--- src/rtl/ice_trace_capture.sv ---
// CPU write-trace capture for the ICE front end: registered PID plus a DEPTH-entry trace FIFO with trigger/freeze.
// Latency: PID, status and pop data appear one cycle after the causing input; there is no backpressure, MODE picks freeze-on-full or overwrite-oldest.
module ice_trace_capture #(
  parameter int PID_W  = 2,
  parameter int DGEN_W = 3,
  parameter int PORT_W = 8,
  parameter int DEPTH  = 16,
  parameter int MODE   = 0
) (
  input  logic                            CLK,
  input  logic                            RES,
  input  logic                            STPST,
  input  logic [PID_W-1:0]                CPUPID,
  output logic [PID_W-1:0]                PID,
  input  logic                            CPUWR,
  input  logic [DGEN_W-1:0]               DGEN,
  input  logic [PORT_W-1:0]               PDATA,
  input  logic                            ARM,
  input  logic                            CLR,
  input  logic                            TRG_EN,
  input  logic [DGEN_W-1:0]               TRG_PAT,
  input  logic                            RD,
  output logic [PID_W+DGEN_W+PORT_W-1:0]  RDATA,
  output logic                            RVALID,
  output logic [$clog2(DEPTH):0]          CNT,
  output logic                            EMPTY,
  output logic                            FULL,
  output logic                            OVF,
  output logic [1:0]                      STATE
);

  localparam int AW = $clog2(DEPTH);
  localparam int EW = PID_W + DGEN_W + PORT_W;
  localparam logic [AW:0] FULL_CNT = (AW+1)'(DEPTH);

  typedef enum logic [1:0] {
    IDLE    = 2'd0,
    ARMED   = 2'd1,
    CAPTURE = 2'd2,
    FROZEN  = 2'd3
  } state_t;

  state_t        state;
  logic [EW-1:0] mem [DEPTH];
  logic [AW-1:0] wr_ptr;
  logic [AW-1:0] rd_ptr;
  logic [AW:0]   cnt;
  logic [AW:0]   cnt_nxt;
  logic          ovf;
  logic          wr_ev;
  logic          room;
  logic          full;
  logic          empty;
  logic          cap;
  logic          pop;
  logic          inc;

  assign wr_ev = CPUWR & ~STPST;
  assign full  = (cnt == FULL_CNT);
  assign empty = (cnt == '0);
  assign room  = (MODE == 1) || !full;

  always_comb begin
    cap = 1'b0;
    if (!RES && !CLR) begin
      case (state)
        ARMED:   cap = wr_ev && (DGEN == TRG_PAT) && room;
        CAPTURE: cap = wr_ev && room;
        default: cap = 1'b0;
      endcase
    end
  end

  assign pop = !RES && !CLR && RD && !empty;
  // A capture into a full buffer evicts the oldest entry, so the count only grows when there is a free slot or a pop.
  assign inc = cap && (!full || pop);
  assign cnt_nxt = cnt + (AW+1)'(inc) - (AW+1)'(pop);

  always_ff @(posedge CLK) begin
    if (cap) begin
      mem[wr_ptr] <= {CPUPID, DGEN, PDATA};
    end
  end

  always_ff @(posedge CLK) begin
    if (RES) begin
      PID <= '0;
    end else if (!STPST) begin
      PID <= CPUPID;
    end
  end

  always_ff @(posedge CLK) begin
    if (RES || CLR) begin
      state  <= IDLE;
      wr_ptr <= '0;
      rd_ptr <= '0;
      cnt    <= '0;
      ovf    <= 1'b0;
      RDATA  <= '0;
      RVALID <= 1'b0;
    end else begin
      RVALID <= pop;
      if (pop) begin
        RDATA <= mem[rd_ptr];
      end
      if (cap) begin
        wr_ptr <= wr_ptr + 1'b1;
      end
      if (pop || (cap && full)) begin
        rd_ptr <= rd_ptr + 1'b1;
      end
      if (cap && full && !pop) begin
        ovf <= 1'b1;
      end
      cnt <= cnt_nxt;
      case (state)
        IDLE: begin
          if (ARM) begin
            state <= TRG_EN ? ARMED : CAPTURE;
          end
        end
        ARMED: begin
          if (cap) begin
            state <= (MODE == 0 && cnt_nxt == FULL_CNT) ? FROZEN : CAPTURE;
          end
        end
        CAPTURE: begin
          if (MODE == 0 && cnt_nxt == FULL_CNT) begin
            state <= FROZEN;
          end
        end
        default: state <= state;
      endcase
    end
  end

  assign CNT   = cnt;
  assign EMPTY = empty;
  assign FULL  = full;
  assign OVF   = ovf;
  assign STATE = state;

endmodule

--- config.mk ---
export PLATFORM = sky130hd
export DESIGN_NAME = ice_trace_capture
export DESIGN_NICKNAME = d
export VERILOG_FILES = /design/src/rtl/ice_trace_capture.sv
export SDC_FILE = /design/constraint.sdc
export NUM_CORES = 1
export LEC_CHECK = 0
export CAP_MARGIN = 20
export CORE_MARGIN = 5
export CORE_UTILIZATION = 50
export CTS_CLUSTER_DIAMETER = 100
export DETAILED_ROUTE_END_ITERATION = 7
export HOLD_SLACK_MARGIN = 0.02
export PLACE_DENSITY = 0.67
export SLEW_MARGIN = 20
export SYNTH_ARGS = -nofsm -noshare
export SYNTH_HDL_FRONTEND = slang
export SYNTH_SLANG_ARGS = --single-unit
--- constraint.sdc ---
create_clock -name CLK -period 4.1 [get_ports CLK]
set_input_delay 0.41 -clock CLK [delete_from_list [all_inputs] [get_ports CLK]]
set_output_delay 0.41 -clock CLK [all_outputs]
set_load 0.02 [all_outputs]
After elaboration in Yosys (flattened, before gate mapping)

Memory sizes are Yosys's and may differ from the RTL's. A register that Yosys moved wholly into a read port is not among the register bits.
Cells that the tools add are included.

Add/subtract/negate cells: 4
Equal/unequal tests: 8
Multiplexer cells: 10
Bitwise operators: 2
Reductions and logical operators: 21

Operators by type and width:

| kind                  | count |
|---|---|
| $eq A5 B5 Y1 const B  | 2 |
| $logic_and A1 B1 Y1   | 9 |
| $add A4 B1 Y4 const B | 2 |
| $mux W2               | 4 |
| $ne A2 B2 Y1 const B  | 3 |
| $pmux W2 S3           | 1 |
| $add A5 B1 Y5         | 1 |
| $logic_not A1 Y1      | 5 |
| $logic_not A5 Y1      | 1 |
| $sub A5 B1 Y5         | 1 |
| $mux W1               | 4 |
| $reduce_and A4 Y1     | 1 |
| $eq A3 B3 Y1          | 1 |
| $logic_or A1 B1 Y1    | 3 |
| $reduce_bool A3 Y1    | 1 |
| $eq A2 B1 Y1 const B  | 1 |
| $eq A2 B2 Y1 const B  | 1 |
| $logic_not A2 Y1      | 1 |
| $pmux W1 S2           | 1 |
| $and A1 B1 Y1         | 1 |
| $not A1 Y1            | 1 |

Register bits: 19
Bits in writable memories: 208
Input port bits: 24
Output and inout port bits: 26
Logic and storage cells: 53
Memories kept: 1

Memory list:

| memory | depth | bits a word | read ports | clocked after memory_dff | write ports | line | source |
|---|---|---|---|---|---|---|---|
| mem    | 16    | 13          | 1          | 1                        | 1           | 44   | `logic [EW-1:0] mem [DEPTH];` |

Longest topological paths before layout

Gate-level depths: netlist (run 1).

Word-level depth: 13
Mapped depth: 17
Depth with buffers taken out: 16

Least setup slack after synthesis (run 1)

OpenSTA, ideal clock, no wires.

Path type: register to register
Start: register cnt[3] (netlist: CNT[3])
End: register state[0] (netlist: STATE[0])
Setup time: 0.128 ns
Arrival time: 3.930 ns
Required time: 3.972 ns
Slack: 0.042 ns
Cell stages (with the launch flop): 18
Path buffers: 2
Period minus slack after synthesis: 4.058 ns
Path through: dfxtp_1 -> inv_1 -> ha_1 -> nor4b_1 -> nor2b_1 -> clkbuf_1 -> and2_0 -> clkbuf_1 -> ha_1 -> inv_1 -> ha_1 -> fa_1 -> a21oi_1 -> o21bai_1 -> xnor2_1 -> o31ai_1 -> o211ai_1 -> mux2i_1

Elaborated cells between the ends (all ways): 20
Those cells by class: add/sub (2); eq/ne (4); mux (5); reduce/logical (9)

RTL lines:

| element                | line     | source |
|---|---|---|
| from (decl)            | 47       | `logic [AW:0] cnt;` |
| from (signal assigned) | 116      | `cnt <= cnt_nxt;` |
| $logic_not A5 Y1 *     | 60       | `assign empty = (cnt == '0);` |
| named net EMPTY        | 26       | `output logic EMPTY,` |
| $logic_not A1 Y1 *     | 74       | `assign pop = !RES && !CLR && RD && !empty;` |
| $logic_and A1 B1 Y1 *  | 74       |  |
| named net pop          | 55       | `logic pop;` |
| $logic_or A1 B1 Y1     | 76       | `assign inc = cap && (!full \|\| pop);` |
| $logic_and A1 B1 Y1    | 76       |  |
| $add A5 B1 Y5          | 77       | `assign cnt_nxt = cnt + (AW+1)'(inc) - (AW+1)'(pop);` |
| $sub A5 B1 Y5 *        | 77       |  |
| $eq A5 B5 Y1 *         | 125, 129 |  |
| $mux W1                | 125      | `state <= (MODE == 0 && cnt_nxt == FULL_CNT) ? FROZEN : CAPTURE;` |
| $mux W2                | 124      | `if (cap) begin` |
| $pmux W2 S3            | 117      | `case (state)` |
| to (signal assigned)   | 120      | `state <= TRG_EN ? ARMED : CAPTURE;` |
| to (signal assigned)   | 125      |  |
| to (signal assigned)   | 133      | `default: state <= state;` |
| to (decl)              | 43       | `state_t state;` |

Mark *: on every way through the listed nets, which the timed path passes. The rest lies on a longest branch. The select of a mux whose other input is x is not followed.
A chain may end at the register's enable or synchronous reset.

Worst setup path in the final report (run 1)

Start: register cnt[3] (netlist: CNT[3])
End: register state[0] (netlist: STATE[0])

Word-level cells in the longest chain between the ends: 12
Elaborated cells between the ends (all ways): 20
Those cells by class: add/sub (2); eq/ne (4); mux (5); reduce/logical (9)

Ends and longest elaborated chain:

| element                                       | line     | source |
|---|---|---|
| $eq A5 B5 Y1                                  | 59       | `assign full = (cnt == FULL_CNT);` |
| $logic_not A1 Y1                              | 61, 76   |  |
| $logic_and A1 B1 Y1, on equally long branches | 68, 67   |  |
| $pmux W1 S2                                   | 66       | `case (state)` |
| $mux W1                                       | 65       | `if (!RES && !CLR) begin` |
| $logic_and A1 B1 Y1                           | 76       |  |
| $add A5 B1 Y5                                 | 77       |  |
| $sub A5 B1 Y5                                 | 77       |  |
| $eq A5 B5 Y1                                  | 125, 129 |  |
| $mux W1                                       | 125      |  |
| $mux W2                                       | 124      |  |
| $pmux W2 S3                                   | 117      |  |

Parallel ways exist; a longest one is shown, timed or not. The select of a mux whose other input is x is not followed.

==> results, run 1 <==
- By count the netlist is led by 208 x edfxtp_1, 39 x mux4_1, 32 x dfxtp_1, 28 x nor2_1, 26 x mux4_2.
- The global placement routability congestion is 0.767.
- Setup violations remaining at the end of the flow were counted as 0.
- Of the synthesized area, sequential elements account for 0.723.
- The total clock buffers created by CTS is 24.
- The number of nets in the synthesized netlist is 497.
- The analysis attributes to cell leakage a power of 3.71 nW.
- The path length in cells of the critical path is 16.
- The global-route usage over all layers is 0.178.
- The routed layout has 4,627 vias.
- The number of vias per cell after detailed routing is 5.81.
- The power per standard cell area is 442 nW/um^2.
- Of the post-synthesis cell area, the dominant cell type holds 0.656.
- Setup repair after global routing left no endpoint under its margin.
- In the routed design, unresolved DRC markers number 0.
- The die width is 148 um.
- The clock period minus worst slack is 3470 ps.
- The type of element capturing the critical path is a register.
- The summed instance area of the synthesized netlist is 9520 um^2.
- Synthesis inferred 240 register bits.
- Across the run, the number of max-cap violations was 0.
- Based on the critical path, the design can be clocked at up to 288 MHz.
- The clock tree from TritonCTS is done.
- The path class of the tightest hold or removal check is reg2reg.
- Dividing the detail-routed wire length by the instance count gives 24.2 um.
- The synthesized instance count is 458.
- The number of DRC violations after detailed-routing iteration 0 is 360.
- The pin count of the biggest net entering global routing is 38.
- The startpoint class of the critical path is a register.
- During I/O placement, the number of pins put on the boundary was 50.
- Traced cell by cell, the critical path runs through inv_1 > ha_1 > nor4b_1 > nor2b_1 > buf_4 > and2_0 > ha_1 > inv_1 > ha_1 > fa_1 > a21oi_1 > o21bai_1 > xnor2_1 > o31ai_1 > o211ai_1 > mux2i_1.
- Measured in cells, the most critical reg-to-reg path has a length of 16.
- The buffer count from post-CTS setup fixing is 0.
- The post-synthesis cell type count is 37.
- The final-report max-slew violation count was 0.
- On the final layout, the worst hold slack is 465 ps.
- The post-route worst setup slack is 632 ps.
- The critical path in this run is classified as reg2reg.
- The via count of the first global-routing pass is 4,822.
- The final hold violation count is 0.
- The number of antenna violations at the first check in global routing is 0.
- The cell with the most instances after synthesis is edfxtp_1.
- For this run, the slowest stage of the critical path takes 430 ps.
- The average cell area after synthesis is 20.8 um^2.
- The fraction of registers with async set or reset after synthesis is 0.
- From bottom edge to top edge, the die measures 148 um.
- The number of flops mapped to enable cells by yosys is 208.
- Summed over all nets, the half-perimeter wirelength after detailed placement is 11,800 um.
- The sum of buffers and inverters on the critical path is 3.
- The maximum buffer depth of the clock tree is 3.
- The share of the clock period used by the worst path is 0.846.
- Clock-pin slew was measured on the worst setup and hold paths at 60 ps.
- After clock tree synthesis, the repair step resized 0 gates.
- The repair_antennas step left the layout with diodes totalling 0.
- The root buffer cell chosen for the clock tree is clkbuf_16.
- The number of filler instances in the final layout is 1,304.
- In this run the number of H-tree levels came out at 1.
- The worst pin sits at a relative slew slack of 0.353.
- The area occupied by multi-input gates is 2460 um^2.
- The die area is 21,900 um^2.
- The slowest stage of the critical path belongs to the cell fa_1.
- The area used by sequential logic in the layout is 6890 um^2.
- The largest total area in the synthesized netlist belongs to edfxtp_1.
- Port buffering added 49 buffers.
- Relative to the synthesized area, the layout overhead comes to 18.5%.
- The number of nets in the finished design is 584.
- The transition time at the pin with the least slew margin is 969 ps.
- Counting instances, the worst hold path has a depth of 1.
- The required time of the critical path is 4490 ps.
- The residual antenna-violating net count after detailed routing is 0.
- The summed negative setup slack over all endpoints is 0 ps.
- The critical path's top delay family is adder cells.
- The ratio of cells with drive above 1 in the final layout is 0.188.
- The cell type with the highest occurrence count on the critical path is ha_1.
- In this run the standard cell core region covers 18,700 um^2.
- Global routing finished with a remaining overflow of 0.
- The wire length of the first global-routing pass is 29,300 um.
- The later pin in the worst-skew pair is clocked with a latency of 510 ps.
- Yosys printed 0 warnings.
- For the final database, setup skew stands at 11.0 ps.
- The most common flop cell mapped by yosys is edfxtp_1.
- Across the VDD grid, the largest voltage drop is 327 uV.
- Timing analysis after detailed placement gives a worst setup slack of 418 ps.
- The total wirelength of the detailed-routed design is 19,300 um.
- The number of cell rows is 50.
- The flow ran to the end, and the final reports show no timing, DRC or antenna violations.
- The number of clock sinks is 240.
- For this configuration, the core starts out at a cell density of 0.509.
- The number of hold buffers added after CTS was 0.
- The data arrival at the endpoint of the critical path is 3860 ps.
- The pre-antenna-repair detailed-routing pass consisted of 6 iterations.
- By area the synthesized netlist is led by edfxtp_1 66%, mux4_1 11%, dfxtp_1 6.7%.
- Along the worst path, the maximum fanout reaches 7.
-- routing by layer --
metal / global-route usage / vias up / wire [um]
met5: 0 / - / 0
met4: 0.0402 / 0 / 346
met3: 0.0254 / 26 / 976
met2: 0.293 / 124 / 9460
met1: 0.259 / 2409 / 8490
li1: - / 2068 / -
-- layout make-up --
type | instances | area share
sequential | 240 | 0.611
timing repair buffer | 83 | 0.0679
inverter | 13 | 0.00433
tap | 234 | 0.0260
clock buffer | 32 | 0.0604
multi-input combinational | 183 | 0.218
clock inverter | 12 | 0.0125
-- final timing paths --
path,from,end,slack (ps)
worst min-delay path,OVF$_SDFFE_PP0P_,OVF$_SDFFE_PP0P_,460
worst max register to register,CNT[3]$_SDFF_PP0_,STATE[0]$_SDFFE_PP0P_,630
worst max-delay path,CNT[3]$_SDFF_PP0_,STATE[0]$_SDFFE_PP0P_,630
worst min register to register,OVF$_SDFFE_PP0P_,OVF$_SDFFE_PP0P_,460
-- state kept, by name, indices dropped and copies added, names as in the netlist --
| register | cells |
|---|---|
| mem | 208 |
| STATE | 2 |
| wr_ptr | 4 |
| rd_ptr | 4 |
| OVF | 1 |
| PID | 2 |
| RDATA | 13 |
| RVALID | 1 |
| CNT | 5 |
-- through the flow --
| stage | power (W) | instances | util | instance area, um^2 |
|---|---|---|---|---|
| after global routing | 0.00515 | 797 | 0.603 | 11300 |
| after detailed placement | 0.00281 | 753 | 0.559 | 10500 |
| after global placement | 0.00280 | 752 | 0.558 | 10400 |
| after floorplan | 0.00274 | 458 | - | 9520 |
| final | 0.00498 | 797 | 0.603 | 11300 |
| after CTS | 0.00504 | 797 | 0.603 | 11300 |
-- placed cells by master, fill, tap and decap left out, types with 3 or more instances in the layout --
cell	Yosys	routed
a21oi_1	4	4
a22o_1	13	13
and2_1	5	5
buf_4	0	32
bufinv_16	0	3
clkbuf_1	11	4
clkbuf_16	0	25
clkbuf_8	1	3
clkdlybuf4s50_1	0	49
clkinv_2	0	4
dfxtp_1	32	30
edfxtp_1	208	208
ha_1	14	14
inv_1	13	13
mux2i_1	5	5
mux4_1	39	39
mux4_2	26	26
nand2_1	10	10
nand2b_1	3	3
nor2_1	28	28
nor3_2	0	4
xnor2_1	5	5
xor2_1	8	8
-- cells by family after synthesis --
| group | count (synthesis) | share of synthesized area |
|---|---|---|
| AND/OR/NAND/NOR | 61 | 0.0302 |
| XOR/XNOR | 13 | 0.0120 |
| flip-flops | 240 | 0.723 |
| AO/OA/AOI/OAI | 24 | 0.0194 |
| adder cells (fa/ha/maj) | 15 | 0.0205 |
| multiplexers | 70 | 0.174 |
| buffers and inverters | 35 | 0.0204 |
-- power by group --
group / total, W / switching [W] / internal (W)
logic: 0.0000981 / 0.0000573 / 0.0000408
registers: 0.00266 / 0.00000243 / 0.00265
clock network: 0.00223 / 0.000872 / 0.00136
total: 0.00498 / 0.000932 / 0.00405
(Power assumes the default switching activity.)
==> inputs of run 2 (changes only) <==
--- a/config.mk
+++ b/config.mk
@@ -11,7 +11,7 @@
 export CTS_CLUSTER_DIAMETER = 100
 export DETAILED_ROUTE_END_ITERATION = 7
 export HOLD_SLACK_MARGIN = 0.02
-export PLACE_DENSITY = 0.67
+export PLACE_DENSITY = 0.7
 export SLEW_MARGIN = 20
 export SYNTH_ARGS = -nofsm -noshare
 export SYNTH_HDL_FRONTEND = slang
==> constraint.sdc (replaced) <==
create_clock -name CLK -period 2.9 [get_ports CLK]
set_input_delay 0.29 -clock CLK [delete_from_list [all_inputs] [get_ports CLK]]
set_output_delay 0.29 -clock CLK [all_outputs]
set_load 0.02 [all_outputs]
==> run 2 against run 1 <==
Effect of this change: power increased by 40%; non-clock buffer count grew 46; the flow now finishes with violations (negative setup slack); register-to-register slack worse by 930 ps; first-iteration DRC count rose by 3.9%; cell count up 6.0%.
==> results, run 2 (synthesized netlist as in run 1, its figures left out) <==
- Outcome: finished with violations (was completed).
- The final reports fail on negative setup slack.
- The clock period minus worst slack is 3190 ps (was 3470 ps).
- The number of stages on the worst hold path is 3 (was 1).
- The initial standard-cell utilization of the core is 0.509 (unchanged).
- The clock network power share is 0.440 (was 0.447).
- The sequential cell fraction of total power came to 0.537 (was 0.533).
- The floorplan core area is 18,700 um^2 (unchanged).
- The number of cell rows is 50 (unchanged).
- The type of element capturing the critical path was a register (unchanged).
- The clock tree from TritonCTS was done (unchanged).
- The switching portion of total power is 0.191 (was 0.187).
- The pin count of the biggest net entering global routing is 56 (was 38).
- The depth of the CTS H-tree came to 1 (unchanged).
- The ratio of cells with drive above 1 in the final layout is 0.286 (was 0.188).
- The die extent in y is 148 um (unchanged).
- The internal power component is 0.00565 W (was 0.00405 W).
- The worst hold path class is in2reg (was reg2reg).
- Most frequent cells in the layout: 208 x edfxtp_1, 73 x buf_4, 49 x clkdlybuf4s50_1 (was 208 x edfxtp_1, 49 x clkdlybuf4s50_1, 39 x mux4_1).
- The transition time at the pin with the least slew margin is 613 ps (was 969 ps).
- The most common library cell in the layout ignoring fill and taps was edfxtp_1 (unchanged).
- The slack of the worst reg-to-reg path came to -290 ps (was 630 ps).
- The final hold violation count was 0 (unchanged).
- The worst relative slew slack is 0.590 (was 0.353).
- The final-report max-slew violation count came to 0 (unchanged).
- The critical path class is reg2reg (unchanged).
- The detailed-route DRC error count was 0 (unchanged).
- The number of cells on the worst reg-to-reg path came to 16 (unchanged).
- The maximum fanout encountered on the critical timing path was 2 (was 7).
- The wire length of the first global-routing pass was 30,300 um (was 29,300 um).
- The switching component of the power is 0.00133 W (was 0.000932 W).
- The via count of the first global-routing pass is 5,083 (was 4,822).
- The number of vias per cell after detailed routing was 5.75 (was 5.81).
- The clock slew at the register clock pins of the worst setup and hold paths is 60 ps (about the same).
- The die area is 21,900 um^2 (unchanged).
- The total half-perimeter wirelength after legalization and detailed placement came to 12,500 um (was 11,800 um).
- The residual antenna-violating net count after detailed routing is 0 (unchanged).
- The launch point of the worst path is CNT[2]$_SDFF_PP0_ (was CNT[3]$_SDFF_PP0_).
- The global-route usage over all layers is 0.184 (was 0.178).
- The number of buffers added on ports is 49 (unchanged).
- The root buffer cell is clkbuf_16 (unchanged).
- Unrepaired setup endpoints after global routing: true (was false).
- The post-route worst setup slack was -293 ps (was 632 ps).
- The total clock buffers created by CTS is 25 (was 24).
- The number of filler instances in the final layout came to 1,261 (was 1,304).
- The cts-stage hold buffer count was 0 (unchanged).
- The largest register by flop count is mem (unchanged).
- The maximum frequency from static timing analysis came to 313 MHz (was 288 MHz).
- The total wirelength of the detailed-routed design is 19,700 um (was 19,300 um).
- The power per standard cell area came to 592 nW/um^2 (was 442 nW/um^2).
- The combinational share of power is 0.023 (was 0.020).
- The number of clock sinks came to 240 (unchanged).
- The required time of the critical path was 3310 ps (was 4490 ps).
- The launch point of the worst hold path was RES (was OVF$_SDFFE_PP0P_).
- The clock insertion delay at the later pin of the skew report is 520 ps (was 510 ps).
- The antenna diode count is 0 (unchanged).
- The leakage dissipation is 3.98 nW (was 3.71 nW).
- The worst hold-check slack was 456 ps (was 465 ps).
- The setup-violating endpoint count in the final report is 2 (was 0).
- The launch instance of the worst register-to-register path is CNT[2]$_SDFF_PP0_ (was CNT[3]$_SDFF_PP0_).
- The first-pass iteration count of the detailed router is 5 (was 6).
- The number of antenna violations at the first check in global routing is 0 (unchanged).
- The total number of vias is 4,860 (was 4,627).
- The area of all placed cells without fillers was 11,800 um^2 (was 11,300 um^2).
- The startpoint class of the critical path is a register (unchanged).
- The peak supply drop is 515 uV (was 327 uV).
- The post-detailed-placement cell area came to 10,900 um^2 (was 10,500 um^2).
- The post-detailed-route wirelength per cell was 23.3 um (was 24.2 um).
- The maximum buffer depth of the clock tree is 3 (unchanged).
- The number of max-cap violations is 0 (unchanged).
- The growth of design area from synthesis to finish came to 23.8% (was 18.5%).
- The total grt overflow came to 0 (unchanged).
- The share of the clock period used by the worst path is 1.10 (was 0.846).
- The worst flop-to-flop path endpoint was STATE[0]$_SDFFE_PP0P_ (unchanged).
- The number of nets in the finished design is 631 (was 584).
- The die width is 148 um (unchanged).
- The final clock skew is 26.3 ps (was 11.0 ps).
- The worst min-delay path endpoint is PID[1]$_SDFFE_PP0N_ (was OVF$_SDFFE_PP0P_).
- The top-level port count is 50 (unchanged).
- The data arrival at the endpoint of the critical path is 3600 ps (was 3860 ps).
- The global placement routability congestion is 0.784 (was 0.767).
- The number of flip-flops under the largest register name is 208 (unchanged).
- The number of DRC violations after detailed-routing iteration 0 is 374 (was 360).
-- run 2: changes by cell type in the layout (fill, tap and decap cells not counted), sizes merged --
cell,change
inv,+1
bufinv,-2
buf,+46
clkinv,-1
clkbuf,+4
-- run 2: worst max-delay path by stage --
stage | to | slack (ps) | cells after the start
finish | STATE[0]$_SDFFE_PP0P_ | -290 | 16
global route | STATE[0]$_SDFFE_PP0P_ | -380 | 16
CTS | STATE[0]$_SDFFE_PP0P_ | -240 | 16
detailed placement | STATE[0]$_SDFFE_PP0P_ | -650 | 15
global placement | STATE[0]$_SDFFE_PP0P_ | -490 | 15
floorplan | STATE[0]$_SDFFE_PP0P_ | -370 | 17
-- run 2: worst max-delay path, stage by stage, from the launching register on --
cell      delay [ps]
dfxtp_4          360
inv_4             40
ha_4             140
and4bb_2         250
nor4_4           140
o21a_1           190
inv_2             50
ha_4             250
inv_2             30
ha_4             150
fa_2             400
a21oi_2          150
o21bai_1          80
xnor2_1          150
o31ai_1          240
o211ai_1         210
mux2i_1          250
-- run 2: repair_timing --
action / CTS / global route
pin swaps: 9 / 1
resized for setup: 10 / 5
endpoints found under the hold margin: 0 / 0
endpoints found under the setup margin: 3 / 3
setup buffers: 4 / 2
-- run 2: cell type report --
type	instances	area [um^2]	share of cell area
tap	234	293	0.0248
inverter	13	53.8	0.00456
multi-input combinational	183	2560	0.217
sequential	240	6900	0.585
clock buffer	36	727	0.0617
clock inverter	10	81.3	0.00690
timing repair buffer	129	1170	0.0992
-- run 2: per-layer routing --
| metal | share of wire | vias up | GRT usage |
|---|---|---|---|
| li1 | - | 2163 | - |
| met1 | 0.40 | 2509 | 0.249 |
| met2 | 0.52 | 155 | 0.319 |
| met3 | 0.064 | 33 | 0.0270 |
| met4 | 0.019 | 0 | 0.0457 |
| met5 | 0 | - | 0 |
-- run 2: metrics by stage --
step                setup WS (ps)  total power (W)  utilization  instances  TNS [ps]
floorplan                    -365          0.00387            -        458      -731
global placement             -488          0.00397        0.581        793     -1190
detailed placement           -653          0.00397        0.581        793     -1590
CTS                          -242          0.00705        0.628        843      -449
global route                 -383          0.00723        0.630        845      -790
finish                       -293          0.00698        0.630        845      -523
-- run 2: power by group through the flow --
| stage | clock network [W] | registers (W) | logic (W) |
|---|---|---|---|
| 6_report | 0.00307 | 0.00375 | 0.000159 |
| 3_5_place_dp | 0 | 0.00382 | 0.000149 |
| 4_1_cts | 0.00315 | 0.00375 | 0.000157 |
| 3_3_place_gp | 0 | 0.00382 | 0.000142 |
| 2_1_floorplan | 0 | 0.00383 | 0.0000358 |
| 5_1_grt | 0.00331 | 0.00375 | 0.000172 |
==> RTL edit 1: new RTL, flow settings as in run 1 <==
Set the parameter `PORT_W` to 7 (it was 8).
--- a/src/rtl/ice_trace_capture.sv
+++ b/src/rtl/ice_trace_capture.sv
@@ -3,7 +3,7 @@
 module ice_trace_capture #(
   parameter int PID_W  = 2,
   parameter int DGEN_W = 3,
-  parameter int PORT_W = 8,
+  parameter int PORT_W = 7,
   parameter int DEPTH  = 16,
   parameter int MODE   = 0
 ) (
Interface: changed (resized PDATA and RDATA); port bits go from 50 to 48. The function was not compared with the original's and may differ.
==> RTL edit 1 against run 1 <==
Sequential power fell by 7%. Critical path type unchanged. Synthesized area fell by 8.3%. Setup slack got worse by 0.19 ns. Combinational power rose by 11%. Sequential cell count fell by 17. Cell area fell by 6.8%. Largest power group unchanged. Routed wire length fell by 5.4%. Total power fell by 6.6%.
==> RTL edit 1: results (changes against run 1) <==
metric;value;unit;change
io_buffers;47;;was 49
synthFlopType;edfxtp_1;;unchanged
worstMarginPinSlew;0.995;ns;was 0.969 ns
synth.top_cells.by_area;edfxtp_1 (66%), mux4_2 (15%), dfxtp_1 (7.1%);;was edfxtp_1 (66%), mux4_1 (11%), dfxtp_1 (6.7%)
synth_cell_types;36;;was 37
fill_cells;1229;;was 1304
gr-usage-all-layers;0.186;;was 0.178
min_from;RDATA[11];;was OVF
finalClockSkew;0.0140;ns;was 0.0110 ns
synth.mux.area_fraction;0.159;;was 0.174
gr-usage-met2;0.300;;was 0.293
layout.nets;566;;was 584
cts_buffers;23;;was 24
grt_max_degree;52;;was 38
ir_worst_vdd;0.346;mV;was 0.327 mV
root_buffer;clkbuf_16;;unchanged
first_pass_iters;4;;was 6
largest_register_ffs;192;;was 208
hold_ws;0.482;ns;was 0.465 ns
avgSynthCellArea;20.1;µm²;was 20.8 µm²
holdPathEnd;RDATA[11];;was OVF
place_hpwl;11500;µm;was 11800 µm
power_leakage;3.41;nW;was 3.71 nW
synth-edff-count;192;;was 208
place_area;9710;µm²;was 10500 µm²
ys_top_cells_by_count;edfxtp_1 (192), mux4_2 (60), dfxtp_1 (31);;was edfxtp_1 (208), mux4_1 (39), dfxtp_1 (32)
multi_input_area;2220;µm²;was 2460 µm²
synth_warnings;0;;unchanged
crit_fanout;3;;was 7
regToRegStartpoint;CNT[2];;was CNT[3]
yosys.area_share.xor_xnor;0.0130;;was 0.0120
synth-compound-area-share;0.0232;;was 0.0194
swShare;0.191;;was 0.187
vias;4368;;was 4627
dpl_worst_slack;0.199;ns;was 0.418 ns
drive_gt1_frac;0.268;;was 0.188
use_met1;0.272;;was 0.259
wl_per_cell;23.7;µm;was 24.2 µm
grt_pass1_vias;4580;;was 4822
synth-seq-area-share;0.731;;was 0.723
largest_register;mem;;unchanged
synth_fp_nets;473;;was 497
grt_pass1_wl;27900;µm;was 29300 µm
outcome;completed;;unchanged
finalWeightedCongestion;0.832;;was 0.767
synth_fa_ha_area_frac;0.0224;;was 0.0205
drtIter0Drc;242;;was 360
r2r_cells;17;;was 16
grt_util_met3;0.0309;;was 0.0254
drt_wl_total;18200;µm;was 19300 µm
dp_cells;727;;was 753
## RTL edit 1: worst max path at each step
stage	from	to	slack [ns]
6_report	CNT[2]	STATE[0]	0.45
5_1_grt	CNT[2]	STATE[0]	0.21
3_5_place_dp	RES	STATE[0]	0.20
4_1_cts	CNT[2]	STATE[0]	0.46
3_3_place_gp	RES	STATE[1]	0.38
2_1_floorplan	CNT[3]	STATE[1]	0.30
## RTL edit 1: logic make-up after synthesis
| group | after synthesis |
|---|---|
| flip-flops | 223 |
| multiplexers | 64 |
| adder cells (fa/ha/maj) | 15 |
| buffers and inverters | 33 |
| AO/OA/AOI/OAI | 27 |
| XOR/XNOR | 13 |
| AND/OR/NAND/NOR | 60 |
## RTL edit 1: layout make-up
class	count	area share
inverters	12	0.00429
clock inverters	8	0.00976
repair buffers	89	0.0767
multi-input cells	179	0.211
well taps	225	0.0268
flip-flops and latches	223	0.608
clock buffers	34	0.0634
## RTL edit 1: metal layers
metal	share of wire	wire length, µm
met1	0.44	7970
met2	0.48	8740
met3	0.064	1170
met4	0.020	361
met5	0	0
## RTL edit 1: power by group through the flow
stage / sequential [mW] / clock [mW] / combinational (mW)
floorplan: 2.52 / 0 / 0.0327
global placement: 2.51 / 0 / 0.104
detailed placement: 2.51 / 0 / 0.110
CTS: 2.47 / 2.12 / 0.110
global route: 2.46 / 2.24 / 0.120
finish: 2.47 / 2.08 / 0.109
## RTL edit 1: worst max-delay path: cells and delay by family (launching register included)
kind	cells	cell delay, ns
fa+ha+maj	4	1.13
simple gates	3	0.65
xor+xnor	1	0.16
buf+inv	4	0.33
flops	1	0.38
compound gates	5	0.89
==> RTL edit 2: new RTL, flow settings as in run 1 <==
Made on the original files. Put one more register stage on the output `OVF`, without a reset. The value now appears one clock later. The other outputs are not delayed to match.
--- a/src/rtl/ice_trace_capture.sv
+++ b/src/rtl/ice_trace_capture.sv
@@ -138,7 +138,9 @@
   assign CNT   = cnt;
   assign EMPTY = empty;
   assign FULL  = full;
-  assign OVF   = ovf;
+  always_ff @(posedge CLK) begin
+    OVF <= ovf;
+  end
   assign STATE = state;
 
 endmodule
Behaviour: no difference found for any inputs over 4 cycles, from zero or initial values; that may be too few to reach the edited logic, so the function may still have changed.
==> RTL edit 2 against run 1 <==
Routed wire length is 1.3% lower. Total power down 2.2%. Count of clock-buffer cells in the layout down 5. Setup slack got worse by 0.12 ns. Sequential cell count increased by 1. Critical path depth did not move. Cell area increased by 0.22%. Synthesized area grew 0.29%.
==> RTL edit 2: results (changes against run 1) <==
metric;value;unit;change
outcome;completed;;unchanged
hold_class;reg2reg;;unchanged
antenna_cells;0;;unchanged
syn_inst;459;;was 458
critPathSlowestCell;fa_1;;unchanged
grt_pass1_wl;30000;µm;was 29300 µm
drive_gt1_frac;0.199;;was 0.188
max_stage_delay;0.44;ns;
synth.top_cells.by_area;edfxtp_1 (65%), mux4_1 (11%), dfxtp_1 (6.9%);;was edfxtp_1 (66%), mux4_1 (11%), dfxtp_1 (6.7%)
crit_family;adder cells;;unchanged
synth_cell_types;37;;unchanged
clock_latency;0.51;ns;about the same
gr-usage-met2;0.307;;was 0.293
worstMarginPinSlew;1.04;ns;was 0.969 ns
finalClockSkew;0.00607;ns;was 0.0110 ns
antenna_found_initial;0;;unchanged
synth-seq-area-share;0.723;;about the same
layout.nets;596;;was 584
fin_cells;808;;was 797
first_pass_iters;4;;was 6
fill_cells;1325;;was 1304
drt_wl_total;19000;µm;was 19300 µm
place_area;10500;µm²;about the same
largest_register_ffs;208;;unchanged
use_met1;0.250;;was 0.259
synth_warnings;0;;unchanged
multi_input_area;2470;µm²;was 2460 µm²
finalWeightedCongestion;0.816;;was 0.767
dpl_worst_slack;0.282;ns;was 0.418 ns
grt_util_met3;0.0259;;was 0.0254
power_leakage;3.75;nW;was 3.71 nW
crit_fanout;3;;was 7
synth-edff-count;208;;unchanged
viasPerCell;5.75;;was 5.81
cts_buffers;24;;unchanged
crit_arrival;3.97;ns;was 3.86 ns
place_hpwl;12400;µm;was 11800 µm
ys_top_cells_by_count;edfxtp_1 (208), mux4_1 (39), dfxtp_1 (33);;was edfxtp_1 (208), mux4_1 (39), dfxtp_1 (32)
io_buffers;49;;unchanged
drtIter0Drc;332;;was 360
dp_cells;764;;was 753
grt_max_degree;32;;was 38
ir_worst_vdd;0.339;mV;was 0.327 mV
htreeDepth;1;;unchanged
synth_fp_nets;499;;was 497
grt_pass1_vias;4951;;was 4822
gr-usage-all-layers;0.180;;was 0.178
## RTL edit 2: cell count changes in the layout (fill, tap and decap cells not counted), moves of 2 or more
cell / change
clkbuf_8: -3
clkinv_2: +3
clkinv_1: +4
buf_4: +12
clkbuf_1: -2
## RTL edit 2: kinds of logic (layout without fill, tap and decap cells)
kind of cell               Yosys count  in the layout  share of synthesized area
DFF                                241            241                      0.723
muxes                               70             70                      0.174
and+or+nand+nor                     60             60                     0.0296
buffers and inverters               35            150                     0.0203
AOI/OAI and AO/OA                   24             24                     0.0194
adders and majority gates           16             16                     0.0217
xor gates and xnor gates            13             13                     0.0119
## RTL edit 2: layout make-up
cell class | count | share of cell area
flip-flops and latches | 241 | 0.611
multi-input cells | 183 | 0.218
repair buffers | 93 | 0.0726
clock buffers | 27 | 0.0560
well taps | 234 | 0.0259
clock inverters | 17 | 0.0117
inverters | 13 | 0.00432
## RTL edit 2: power by group
group	leakage [nW]	internal, mW	switching, mW
Sequential	2.14	2.66	0.00273
Clock	0.376	1.23	0.882
Combinational	1.24	0.0390	0.0545
## RTL edit 2: path summary, 6_finish.rpt
check | start | end | slack, ns | cells after the start
worst max-delay path | CNT[3] | STATE[0] | 0.52 | 16
worst min-delay path | ovf | OVF | 0.35 | 0
worst max register to register | CNT[3] | STATE[0] | 0.52 | 16
worst min register to register | ovf | OVF | 0.35 | 0
## RTL edit 2: layer usage
metal	vias up	routed length [µm]
li1	2081	-
met1	2425	7970
met2	115	9680
met3	23	1100
met4	0	284
met5	-	0
